$ cat config.mk
export PLATFORM = sky130hd
export DESIGN_NAME = bridge_arbiter
export DESIGN_NICKNAME = d
export VERILOG_FILES = /design/src/rtl/bridge_arbiter_pkg.sv /design/src/rtl/bridge_arbiter_clear_timer.sv /design/src/rtl/bridge_arbiter.sv
export SDC_FILE = /design/constraint.sdc
export NUM_CORES = 1
export LEC_CHECK = 0
export ABC_AREA = 1
export CAP_MARGIN = 15
export CORE_MARGIN = 8
export CORE_UTILIZATION = 45
export CTS_BUF_LIST = sky130_fd_sc_hd__clkbuf_8
export CTS_CLUSTER_SIZE = 30
export DETAILED_ROUTE_END_ITERATION = 10
export GPL_TIMING_DRIVEN = 0
export HOLD_SLACK_MARGIN = 0.1
export PLACE_DENSITY = 0.71
export SYNTH_ARGS = -nofsm -noshare
export SYNTH_HDL_FRONTEND = slang
export SYNTH_SLANG_ARGS = --single-unit
export TNS_END_PERCENT = 5
$ cat constraint.sdc
create_clock -name clk -period 2.2 [get_ports clk]
set_input_delay 0.44 -clock clk [delete_from_list [all_inputs] [get_ports clk]]
set_output_delay 0.44 -clock clk [all_outputs]
set_load 0.01 [all_outputs]
$ cat src/rtl/bridge_arbiter_pkg.sv
// Shared encodings and default parameters for the single-lane bridge arbiter.
// dir_of maps an FSM state to the direction code driven on the dir output.
package bridge_arbiter_pkg;

  localparam int MAX_BURST_DEF    = 4;
  localparam int MAX_OCC_DEF      = 7;
  localparam int CLEAR_CYCLES_DEF = 3;
  localparam int OCC_W_DEF        = 3;

  typedef enum logic [2:0] {
    ST_IDLE    = 3'd0,
    ST_E_GO    = 3'd1,
    ST_E_DRAIN = 3'd2,
    ST_W_GO    = 3'd3,
    ST_W_DRAIN = 3'd4,
    ST_CLEAR   = 3'd5
  } state_e;

  typedef enum logic [1:0] {
    DIR_NONE  = 2'b00,
    DIR_EAST  = 2'b01,
    DIR_WEST  = 2'b10,
    DIR_CLEAR = 2'b11
  } dir_e;

  function automatic dir_e dir_of(state_e s);
    case (s)
      ST_E_GO, ST_E_DRAIN: return DIR_EAST;
      ST_W_GO, ST_W_DRAIN: return DIR_WEST;
      ST_CLEAR:            return DIR_CLEAR;
      default:             return DIR_NONE;
    endcase
  endfunction

endpackage

$ cat src/rtl/bridge_arbiter_clear_timer.sv
// Clearance gap timer: load arms it with CYCLES, then it counts down once per clock.
// done_o rises in the last cycle of the gap so the owner leaves CLEAR after exactly CYCLES cycles.
module bridge_arbiter_clear_timer
  import bridge_arbiter_pkg::*;
#(
  parameter int CYCLES = CLEAR_CYCLES_DEF
) (
  input  logic clk,
  input  logic rst_n,
  input  logic load_i,
  output logic done_o
);

  localparam int W = (CYCLES < 2) ? 1 : $clog2(CYCLES + 1);

  logic [W-1:0] cnt_q, cnt_d;

  always_comb begin
    cnt_d = cnt_q;
    if (load_i)
      cnt_d = W'(CYCLES);
    else if (cnt_q != '0)
      cnt_d = cnt_q - W'(1);
  end

  always_ff @(posedge clk or negedge rst_n) begin
    if (!rst_n)
      cnt_q <= '0;
    else
      cnt_q <= cnt_d;
  end

  assign done_o = (cnt_q <= W'(1));

endmodule

$ cat src/rtl/bridge_arbiter.sv
// Single-lane E/W arbiter: one-at-a-time grants, direction lock, burst fairness,
// occupancy tracking from exit pulses and a clearance gap before reversing direction.
module bridge_arbiter
  import bridge_arbiter_pkg::*;
#(
  parameter int MAX_BURST    = MAX_BURST_DEF,
  parameter int MAX_OCC      = MAX_OCC_DEF,
  parameter int CLEAR_CYCLES = CLEAR_CYCLES_DEF,
  parameter int OCC_W        = OCC_W_DEF
) (
  input  logic             clk,
  input  logic             rst_n,
  input  logic             e_req,
  input  logic             w_req,
  input  logic             exit_p,
  output logic             e_gnt,
  output logic             w_gnt,
  output logic [1:0]       dir,
  output logic             idle,
  output logic [OCC_W-1:0] occ,
  output logic             err,
  output logic [2:0]       dbg_state
);

  localparam int BURST_W = $clog2(MAX_BURST + 1);

  // Handshake: a req is held until its one-cycle gnt pulse; a req still high two
  // cycles after the grant is a fresh request. exit_p is a one-cycle event pulse.
  state_e             state_q, state_d;
  dir_e               dir_q, dir_d, last_dir_q, last_dir_d;
  logic               e_gnt_q, e_gnt_d, w_gnt_q, w_gnt_d;
  logic               idle_q, idle_d, err_q, err_d;
  logic [OCC_W-1:0]   occ_q, occ_d;
  logic [BURST_W-1:0] burst_q, burst_d;
  logic               burst_full, occ_room, occ_empty, exit_ok, go_entry;
  logic               tmr_load, tmr_done;

  assign burst_full = (burst_q == BURST_W'(MAX_BURST));
  assign occ_room   = (occ_q < OCC_W'(MAX_OCC));
  assign occ_empty  = (occ_q == '0);
  assign exit_ok    = exit_p && !occ_empty;
  assign tmr_load   = (state_d == ST_CLEAR) && (state_q != ST_CLEAR);
  assign go_entry   = (state_d != state_q) && (state_d == ST_E_GO || state_d == ST_W_GO);

  bridge_arbiter_clear_timer #(.CYCLES(CLEAR_CYCLES)) u_clear_timer (
    .clk    (clk),
    .rst_n  (rst_n),
    .load_i (tmr_load),
    .done_o (tmr_done)
  );

  always_ff @(posedge clk or negedge rst_n) begin
    if (!rst_n) begin
      state_q    <= ST_IDLE;
      e_gnt_q    <= 1'b0;
      w_gnt_q    <= 1'b0;
      dir_q      <= DIR_NONE;
      idle_q     <= 1'b1;
      occ_q      <= '0;
      err_q      <= 1'b0;
      burst_q    <= '0;
      last_dir_q <= DIR_WEST;
    end else begin
      state_q    <= state_d;
      e_gnt_q    <= e_gnt_d;
      w_gnt_q    <= w_gnt_d;
      dir_q      <= dir_d;
      idle_q     <= idle_d;
      occ_q      <= occ_d;
      err_q      <= err_d;
      burst_q    <= burst_d;
      last_dir_q <= last_dir_d;
    end
  end

  // Returning to IDLE also waits for an in-flight grant, so occ never lags the state.
  always_comb begin
    state_d = state_q;
    case (state_q)
      ST_IDLE: begin
        if (e_req && w_req)
          state_d = (last_dir_q == DIR_WEST) ? ST_E_GO : ST_W_GO;
        else if (e_req)
          state_d = ST_E_GO;
        else if (w_req)
          state_d = ST_W_GO;
      end
      ST_E_GO: begin
        if (w_req && (burst_full || !e_req))
          state_d = ST_E_DRAIN;
        else if (!e_req && !w_req && occ_empty && !e_gnt_q)
          state_d = ST_IDLE;
      end
      ST_W_GO: begin
        if (e_req && (burst_full || !w_req))
          state_d = ST_W_DRAIN;
        else if (!e_req && !w_req && occ_empty && !w_gnt_q)
          state_d = ST_IDLE;
      end
      ST_E_DRAIN, ST_W_DRAIN: begin
        if (occ_empty)
          state_d = ST_CLEAR;
      end
      ST_CLEAR: begin
        if (tmr_done) begin
          if (last_dir_q == DIR_EAST)
            state_d = w_req ? ST_W_GO : ST_IDLE;
          else
            state_d = e_req ? ST_E_GO : ST_IDLE;
        end
      end
      default: state_d = ST_IDLE;
    endcase
  end

  always_comb begin
    e_gnt_d = (state_q == ST_E_GO) && e_req && occ_room && !burst_full && !e_gnt_q;
    w_gnt_d = (state_q == ST_W_GO) && w_req && occ_room && !burst_full && !w_gnt_q;

    burst_d = burst_q;
    if (go_entry)
      burst_d = '0;
    else if (e_gnt_d || w_gnt_d)
      burst_d = burst_q + BURST_W'(1);
    else if (burst_full && ((state_q == ST_E_GO && !w_req) || (state_q == ST_W_GO && !e_req)))
      burst_d = '0;

    last_dir_d = last_dir_q;
    if (tmr_load)
      last_dir_d = (state_q == ST_E_DRAIN) ? DIR_EAST : DIR_WEST;

    // Grants are counted from the registered pulse, i.e. one cycle after they appear.
    occ_d = occ_q;
    case ({e_gnt_q || w_gnt_q, exit_ok})
      2'b10:   occ_d = occ_q + OCC_W'(1);
      2'b01:   occ_d = occ_q - OCC_W'(1);
      default: occ_d = occ_q;
    endcase
    err_d = err_q || (exit_p && occ_empty);

    dir_d  = dir_of(state_d);
    idle_d = (state_d == ST_IDLE);
  end

  assign e_gnt     = e_gnt_q;
  assign w_gnt     = w_gnt_q;
  assign dir       = dir_q;
  assign idle      = idle_q;
  assign occ       = occ_q;
  assign err       = err_q;
  assign dbg_state = state_q;

endmodule

==> results of run 1 <==
-- logic make-up after synthesis --
kind of cell / after synthesis / share of synthesized area
simple gates: 64 / 0.2938
xor+xnor: 4 / 0.02939
flops: 19 / 0.4008
compound gates: 20 / 0.1060
fa+ha+maj: 6 / 0.06926
buf+inv: 30 / 0.1007
-- power by group through the flow --
stage                     Sequential (uW)  Clock [uW]  Combinational, uW
after floorplan                       695           0                762
after detailed placement              678           0               1150
after CTS                             672         253               1150
after global routing                  694         264               1290
final                                 669         242               1130
after global placement                670           0               1110
-- worst min path at each step --
stage,slack (ns),startpoint,end
after floorplan,0.14,rst_n,burst_q[0]
after CTS,0.48,err,err
after global routing,0.51,err,err
final,0.48,err,err
after global placement,0.45,err,err
after detailed placement,0.46,err,err
-- worst max-delay path: cells and delay by family --
kind | cells | cell delay (ns)
fa+ha+maj | 2 | 0.52
compound gates | 2 | 0.28
buf+inv | 3 | 0.57
simple gates | 1 | 0.12
xor+xnor | 1 | 0.16
-- cell type report --
type / count / area, um2
fillers: 225 / 1075
multi-input cells: 94 / 594.3
clock buffers: 3 / 41.29
plain buffers: 1 / 11.26
flip-flops and latches: 19 / 478.0
well taps: 30 / 37.54
repair buffers: 15 / 150.1
inverters: 29 / 108.9
clock inverters: 1 / 3.754
-- stage by stage --
| stage | setup TNS [ns] | setup WS (ns) |
|---|---|---|
| final | 0 | 0.2267 |
| after global routing | 0 | 0.09123 |
| after CTS | 0 | 0.2278 |
| after detailed placement | -0.04801 | -0.04801 |
| after global placement | 0 | 0.002290 |
| after floorplan | 0 | 0.4671 |
-- cell usage in the layout, fill, tap and decap left out, drive strengths merged --
master          n
o211ai          1
inv            30
xnor2           1
ha              5
a21oi           9
nand3          15
nor2           15
buf             1
o22ai           1
nand2          28
clkbuf          3
nand4           3
a31o            1
o21ai           8
dfstp           2
clkdlybuf4s50  15
fa              1
nor3            3
xor2            3
dfrtp          17
-- metal layers --
layer / global-route usage / part of all wire
met1: 0.1394 / 0.45
met2: 0.2118 / 0.49
met3: 0.03146 / 0.032
met4: 0.08877 / 0.026
met5: 0 / 0
-- state kept, by name (all words and copies together), names as in the netlist --
| register | flops |
|---|---|
| burst_q | 3 |
| dbg_state | 3 |
| occ | 3 |
| dir | 2 |
| last_dir_q | 2 |
| u_clear_timer.cnt_q | 2 |
| e_gnt | 1 |
| err | 1 |
| idle | 1 |
| w_gnt | 1 |
==> key figures, run 1 <==
Flow run
  • MaxCap Viol Count: 0

Yosys
  • Most frequent cell after synthesis: inv_1
  • Synthesized flop and latch total: 19
  • Synth area leader: dfrtp_1
  • Post-synthesis async set-or-reset flop share: 1.000
  • Mean cell area of the mapped netlist: 8.338 um2
  • YS warnings: 0
  • Sequential area share after synthesis: 0.4008
  • Share of the synthesized area in the top cell type: 0.3568
  • Top cells by area, synth: dfrtp_1 36%, inv_1 8.2%, nand2_1 6.9%
  • Dominant synthesized flop cell: dfrtp_1
  • Syn_nets: 154
  • Netlist cell types: 30
  • Post-synth EDFFs: 0
  • Syn Inst Count: 143
  • Post-Syn Area: 1192 um2
  • Top cells by instance count after synthesis: 26 x inv_1, 22 x nand2_1, 17 x dfrtp_1

Critical path
  • Worst-path fanout max: 3
  • WS Path Type: input port to register
  • FF-to-FF End: occ[2]
  • Worst reg2reg path startpoint: occ[0]
  • CP required: 2.34 ns
  • Slowest cell on the critical path: clkdlybuf4s50_1
  • CP endpoint kind: register
  • Critical Path End: occ[2]
  • Largest stage delay, worst path: 0.47 ns
  • CP cell instances: clkdlybuf4s50_1, inv_1, nor2_1, ha_1, inv_1, fa_1, a21oi_1, o21ai_0, xor2_1
  • Crit path DAT: 2.11 ns
  • Critical Path Source Type: input port
  • R2R cell count: 8
  • Worst setup startpoint: exit_p
  • Reg2reg setup slack: 0.32 ns
  • CP most frequent cell: inv_1

Power and ir drop
  • Switch share: 0.4463
  • Total power: 2044 uW
  • Switch Pwr: 912.1 uW
  • Peak supply drop: 800.1 uV
  • Internal power: 1131 uW
  • Power share of the combinational group: 0.554
  • Static Leak: 0.0007331 uW
  • Clock power share: 0.118
  • Power per cell area: 1434 nW/um2
  • Reg power frac: 0.327

Place
  • Placed Cells: 188
  • Placed instance area: 1380 um2
  • Port bufs: 15
  • RePlAce Congestion: 0.8835
  • Hpwl dp: 1888 um

Timing
  • Max Slew Vio Count: 0
  • WHS: 0.4783 ns
  • Unrepaired setup endpoints after global routing: false
  • Highest Clock Rate: 0.5068 GHz
  • Fin crit share: 0.8969
  • Relative slew slack: 0.4361
  • Final Skew: 0.003322 ns
  • Worst Max-Slew Pin Slew: 0.8432 ns
  • Min Tclk post-route: 1.973 ns
  • Finish-stage setup viols: 0
  • Endpoints failing hold: 0

Final layout
  • Util after Layout: 0.5701
  • Final-stage net count: 174
  • Post-Layout Cell Count: 192
  • Share of layout cells above drive strength 1: 0.1852
  • Syn-to-layout area delta: 19.52%
  • Final Cell Area: 1425 um2
  • # diodes: 0

Floorplan
  • Initial Utilization: 0.4770
  • Die width: 67.48 um
  • Site Rows: 18
  • CORE AREA: 2500 um2
  • Die ar.: 4553 um2
  • Die Span Y: 67.48 um
  • Number of I/O pins: 17

Global routing
  • Largest net degree at the start of global routing: 20
  • Vias in the first global route: 1039
  • First-pass GRT wire length: 4353 um
  • Total track usage: 0.1273
  • Antenna violations before repair: 0
  • GR Overflow Total: 0

CTS
  • Hold_buf cts: 0
  • Post-CTS setup buffer count: 0
  • CTS root buf: clkbuf_8
  • CTS Buf Count: 3
  • Clock Latency Late Sink: 0.26 ns
  • Max clock buf depth: 2
  • H-tree levels: 1
  • Resize count post-CTS: 0
  • TritonCTS clock tree: yes
  • CTS Sinks: 19
  • Clk slew on worst S/H paths: 0.07 ns

Route
  • Iter 0 DRT Violations: 11
  • Via-to-Cell Ratio: 4.911
  • WL final: 2385 um
  • Vias post-DR: 943
  • Drc violations: 0
  • Avg WL per Cell: 12.42 um
  • DR pass1 iterations: 4
  • Routed Antenna Nets: 0

Worst hold path
  • HP Class: register to register
  • Hold Path Cell Cnt: 1

Run status
  • Outcome: completed
Power figures use the tool's default switching activity.
==> inputs of run 2 (changes only) <==
PLACE_DENSITY = 0.8   (was 0.71)
==> key figures, run 2 (synthesized netlist as in run 1, its figures left out) <==
Run status
  • Outcome: completed

Critical path
  • Crit path DAT: 2.07 ns (-0.04 ns)
  • CP most frequent cell: inv_1
  • CP required: 2.33 ns (about the same)
  • CP endpoint kind: register
  • Largest stage delay, worst path: 0.48 ns (about the same)
  • Critical Path Source Type: input port
  • CP cell instances: clkdlybuf4s50_1, inv_1, nor2_1, ha_1, inv_1, fa_1, a21oi_1, o21ai_0, xor2_1
  • Worst-path fanout max: 3 (unchanged)
  • Slowest cell on the critical path: clkdlybuf4s50_1
  • WS Path Type: input port to register

Power and ir drop
  • Power per cell area: 1440 nW/um2 (+0.44%)
  • Peak supply drop: 795.3 uV (-0.59%)
  • Static Leak: 0.0007317 uW (-0.19%)
  • Total power: 2054 uW (+0.53%)

Timing
  • Min Tclk post-route: 1.941 ns (-0.03248 ns)
  • Highest Clock Rate: 0.5153 GHz (+1.7%)
  • Worst Max-Slew Pin Slew: 0.8429 ns (-0.0002922 ns)
  • Max Slew Vio Count: 0 (unchanged)
  • Finish-stage setup viols: 0 (unchanged)
  • Endpoints failing hold: 0 (unchanged)
  • Unrepaired setup endpoints after global routing: false
  • Final Skew: 0.004653 ns (+0.001332 ns)
  • WHS: 0.4760 ns (-0.002386 ns)
  • Fin crit share: 0.8822 (-0.01476)
  • Total Neg Setup Slack: 0 ns (unchanged)
  • Relative slew slack: 0.4363 (about the same)

Floorplan
  • Die width: 67.48 um (unchanged)
  • CORE AREA: 2500 um2 (unchanged)
  • Number of I/O pins: 17 (unchanged)
  • Die ar.: 4553 um2 (unchanged)
  • Die Span Y: 67.48 um (unchanged)
  • Site Rows: 18 (unchanged)
  • Initial Utilization: 0.4770 (unchanged)

Route
  • Iter 0 DRT Violations: 13 (+2)
  • Via-to-Cell Ratio: 5.104 (+3.9%)
  • DR pass1 iterations: 4 (unchanged)
  • Metal2 WL: 1194 um (+2.6%)
  • Routed Antenna Nets: 0 (unchanged)
  • Avg WL per Cell: 12.44 um (+0.17%)
  • Vias post-DR: 980 (+3.9%)
  • WL final: 2389 um (+0.17%)
  • Drc violations: 0 (unchanged)
  • WL met1: 1022 um (-5.5%)
  • DR top layer: met4
  • Met3 routed WL: 120 um (+56%)

Final layout
  • Leading cell type in the layout, fill and taps excluded: inv_1
  • Syn-to-layout area delta: 19.62% (about the same)
  • Sequential Area: 478.0 um2 (unchanged)
  • Multi-input logic area: 594.3 um2 (unchanged)
  • # diodes: 0 (unchanged)
  • Share of layout cells above drive strength 1: 0.1914 (+0.006173)
  • Final-stage net count: 174 (unchanged)
  • Most frequent cells in the layout: 26 x inv_1, 22 x nand2_1, 17 x dfrtp_1
  • Fillers: 226 (+0.44%)

CTS
  • Max clock buf depth: 2 (unchanged)
  • Resize count post-CTS: 0 (unchanged)
  • Hold_buf cts: 0 (unchanged)
  • H-tree levels: 1 (unchanged)
  • CTS Sinks: 19 (unchanged)
  • Clk slew on worst S/H paths: 0.07 ns (about the same)
  • CTS root buf: clkbuf_8
  • Post-CTS setup buffer count: 0 (unchanged)
  • TritonCTS clock tree: yes
  • Clock Latency Late Sink: 0.25 ns (about the same)
  • CTS Buf Count: 3 (unchanged)

Place
  • Hpwl dp: 1881 um (-0.34%)
  • Port bufs: 15 (unchanged)
  • RePlAce Congestion: 0.8050 (-8.9%)

Global routing
  • Total track usage: 0.1184 (-0.008806)
  • First-pass GRT wire length: 4278 um (-1.7%)
  • Largest net degree at the start of global routing: 20 (unchanged)
  • GR Overflow Total: 0 (unchanged)
  • Antenna violations before repair: 0 (unchanged)
  • Vias in the first global route: 1021 (-1.7%)

Flow run
  • MaxCap Viol Count: 0 (unchanged)

Worst hold path
  • HP Class: register to register
## run 2: worst paths after layout
kind | depth (start not counted) | slack [ns] | to | start
min | 1 | 0.48 | err | err
max in group asynchronous | 1 | 1.01 | u_clear_timer.cnt_q[0] | rst_n
min reg2reg | 1 | 0.48 | err | err
max | 9 | 0.26 | occ[2] | exit_p
min in group asynchronous | 1 | 0.67 | e_gnt | rst_n
max reg2reg | 8 | 0.38 | occ[2] | occ[0]
## run 2: cell type report
type,instances,share of cell area
inverter,29,0.07632
clock inverter,1,0.003509
sequential,19,0.3351
tap,30,0.02632
clock buffer,3,0.02895
multi-input combinational,94,0.4167
buffer,1,0.007895
timing repair buffer,15,0.1053
## run 2: where the power goes
part           total [uW]  internal [uW]  switching [uW]  leakage, uW
registers             670            515             155     0.000232
clock network         239            126             113    0.0000255
logic                1150            494             652     0.000474
## run 2: per-layer routing
metal,vias up,global-route usage
met5,-,0
met4,0,0.06266
met3,6,0.02980
met2,18,0.2154
met1,465,0.1218
li1,491,-
## run 2: worst max-delay path, delay by kind of cell
| kind | cells | cell delay [ns] |
|---|---|---|
| AOI/OAI and AO/OA | 2 | 0.25 |
| and+or+nand+nor | 1 | 0.10 |
| adders and majority gates | 2 | 0.53 |
| buffers and inverters | 3 | 0.59 |
| xor gates and xnor gates | 1 | 0.15 |
## run 2: through the flow
| stage | area, um2 | worst slack [ns] | instances | utilization |
|---|---|---|---|---|
| finish | 1426 | 0.2592 | 192 | 0.5706 |
| CTS | 1426 | 0.2558 | 192 | 0.5706 |
| global route | 1426 | 0.1265 | 192 | 0.5706 |
| global placement | 1380 | 0.03635 | 188 | 0.5521 |
| detailed placement | 1380 | -0.006667 | 188 | 0.5521 |
| floorplan | 1192 | 0.4671 | 143 | - |
==> inputs of run 3 (changes only) <==
CTS_CLUSTER_SIZE = unset   (was 30)
DONT_BUFFER_PORTS = 1   (was unset)
PLACE_DENSITY = 0.72   (was 0.8)
==> key figures, run 3 (synthesized netlist as in run 1, its figures left out) <==
Floorplan
  • Die width: 67.48 um (unchanged)
  • Number of I/O pins: 17 (unchanged)
  • Site Rows: 18 (unchanged)
  • Die ar.: 4553 um2 (unchanged)
  • Initial Utilization: 0.4770 (unchanged)
  • Die Span Y: 67.48 um (unchanged)
  • CORE AREA: 2500 um2 (unchanged)

Global routing
  • Largest net degree at the start of global routing: 20 (unchanged)
  • Total track usage: 0.1200 (+0.001538)
  • Vias in the first global route: 971 (-4.9%)
  • GR Overflow Total: 0 (unchanged)
  • Antenna violations before repair: 0 (unchanged)
  • First-pass GRT wire length: 4305 um (+0.63%)

Critical path
  • Largest stage delay, worst path: 0.55 ns (+0.07 ns)
  • FF-to-FF End: occ[2]
  • CP required: 2.33 ns (about the same)
  • R2R cell count: 8 (unchanged)
  • Crit path DAT: 2.05 ns (-0.02 ns)
  • Slowest cell on the critical path: dfrtp_1
  • Worst setup startpoint: occ[0]
  • CP endpoint kind: register
  • CP cell instances: nor3_4, nor2_1, ha_1, inv_1, fa_1, a21oi_1, o21ai_0, xor2_1
  • Critical Path Source Type: register
  • Worst-path fanout max: 6 (+3)
  • Critical Path End: occ[2]
  • Reg2reg setup slack: 0.28 ns (-0.10 ns)
  • Worst reg2reg path startpoint: occ[0]
  • WS Path Type: register to register

Timing
  • Highest Clock Rate: 0.5210 GHz (+1.1%)
  • Max Slew Vio Count: 0 (unchanged)
  • Relative slew slack: 0.4393 (+0.003007)
  • Worst Max-Slew Pin Slew: 0.8383 ns (-0.004636 ns)
  • Total Neg Setup Slack: 0 ns (unchanged)
  • Unrepaired setup endpoints after global routing: false
  • Endpoints failing hold: 0 (unchanged)
  • Fin crit share: 0.8724 (-0.009798)
  • Min Tclk post-route: 1.919 ns (-0.02156 ns)
  • Finish-stage setup viols: 0 (unchanged)
  • Final Skew: 0.003027 ns (-0.001626 ns)

Power and ir drop
  • Power per cell area: 1464 nW/um2 (+1.6%)
  • Static Leak: 0.0006801 uW (-7.0%)
  • Peak supply drop: 780.5 uV (-1.9%)

Final layout
  • Final-stage net count: 160 (-8.0%)
  • Leading cell type in the layout, fill and taps excluded: inv_1
  • Share of layout cells above drive strength 1: 0.2027 (+0.01134)
  • Multi-input logic area: 594.3 um2 (unchanged)
  • Syn-to-layout area delta: 7.765%
  • Post-Layout Cell Count: 178 (-7.3%)
  • Most frequent cells in the layout: 27 x inv_1, 22 x nand2_1, 17 x dfrtp_1
  • Util after Layout: 0.5140 (-0.05656)
  • # diodes: 0 (unchanged)
  • Sequential Area: 478.0 um2 (unchanged)
  • Fillers: 231 (+2.2%)

CTS
  • Hold_buf cts: 1 (+1)
  • Clk slew on worst S/H paths: 0.07 ns (about the same)
  • Resize count post-CTS: 0 (unchanged)
  • Max clock buf depth: 2 (unchanged)
  • Clock Latency Late Sink: 0.25 ns (about the same)
  • CTS Buf Count: 3 (unchanged)
  • Post-CTS setup buffer count: 0 (unchanged)
  • TritonCTS clock tree: yes
  • CTS Sinks: 19 (unchanged)
  • CTS root buf: clkbuf_8
  • H-tree levels: 1 (unchanged)

Route
  • Vias post-DR: 936 (-4.5%)
  • Via-to-Cell Ratio: 5.258 (+3.0%)
  • Routed Antenna Nets: 0 (unchanged)
  • Drc violations: 0 (unchanged)
  • Iter 0 DRT Violations: 29 (+16)
  • Avg WL per Cell: 13.73 um (+10%)
  • WL final: 2444 um (+2.3%)
  • DR pass1 iterations: 4 (unchanged)

Flow run
  • MaxCap Viol Count: 0 (unchanged)

Place
  • Hpwl dp: 1938 um (+3.0%)
  • Placed Cells: 173 (-8.0%)
  • RePlAce Congestion: 0.8785 (+9.1%)
  • Port bufs: 0 (-15)

Worst hold path
  • HP Class: input port to register
  • Min-delay src: exit_p

Run status
  • Outcome: completed
==> run 3: stage by stage <==
step / instance area, um2 / worst slack, ns / power (uW) / hold slack (ns)
floorplan: 1192 / 0.4671 / 1457 / 0.1444
global placement: 1230 / 0.3415 / 1595 / 0.1449
detailed placement: 1230 / 0.2660 / 1661 / 0.1449
CTS: 1285 / 0.2556 / 1907 / 0.3455
global route: 1285 / 0.06351 / 2070 / 0.3472
finish: 1285 / 0.2808 / 1881 / 0.3475
==> run 3: worst min-delay path by stage <==
stage                            end  slack [ns]  cells after the start
after global placement        occ[0]        0.14                      0
after detailed placement      occ[1]        0.14                      0
final                            err        0.35                      1
after global routing             err        0.35                      1
after CTS                        err        0.35                      1
after floorplan           burst_q[0]        0.14                      0
==> run 3: routing by layer <==
| layer | GRT usage | share of wire | vias up |
|---|---|---|---|
| met1 | 0.1223 | 0.40 | 450 |
| met5 | 0 | 0 | - |
| met2 | 0.2308 | 0.54 | 18 |
| met4 | 0.03916 | 0.016 | 0 |
| li1 | - | - | 462 |
| met3 | 0.02980 | 0.045 | 6 |
==> run 3: final cells by class <==
type / instances / share of cell area
Timing Repair Buffer: 1 / 0.007790
Tap cell: 30 / 0.02921
Multi-Input combinational cell: 94 / 0.4625
Sequential cell: 19 / 0.3720
Clock buffer: 3 / 0.03213
Clock inverter: 1 / 0.002921
Buffer: 1 / 0.008763
Inverter: 29 / 0.08471
==> run 3: power breakdown <==
group / internal [uW] / switching, uW / total [uW]
combinational: 346 / 570 / 916
clock: 124 / 107 / 230
sequential: 516 / 218 / 734
==> run 3: critical path, delay by kind of cell (launching register included) <==
family	cells	cell delay (ns)
AOI/OAI and AO/OA	2	0.26
xor gates and xnor gates	1	0.15
adders and majority gates	2	0.53
buffers and inverters	1	0.06
DFF	1	0.55
and+or+nand+nor	2	0.24
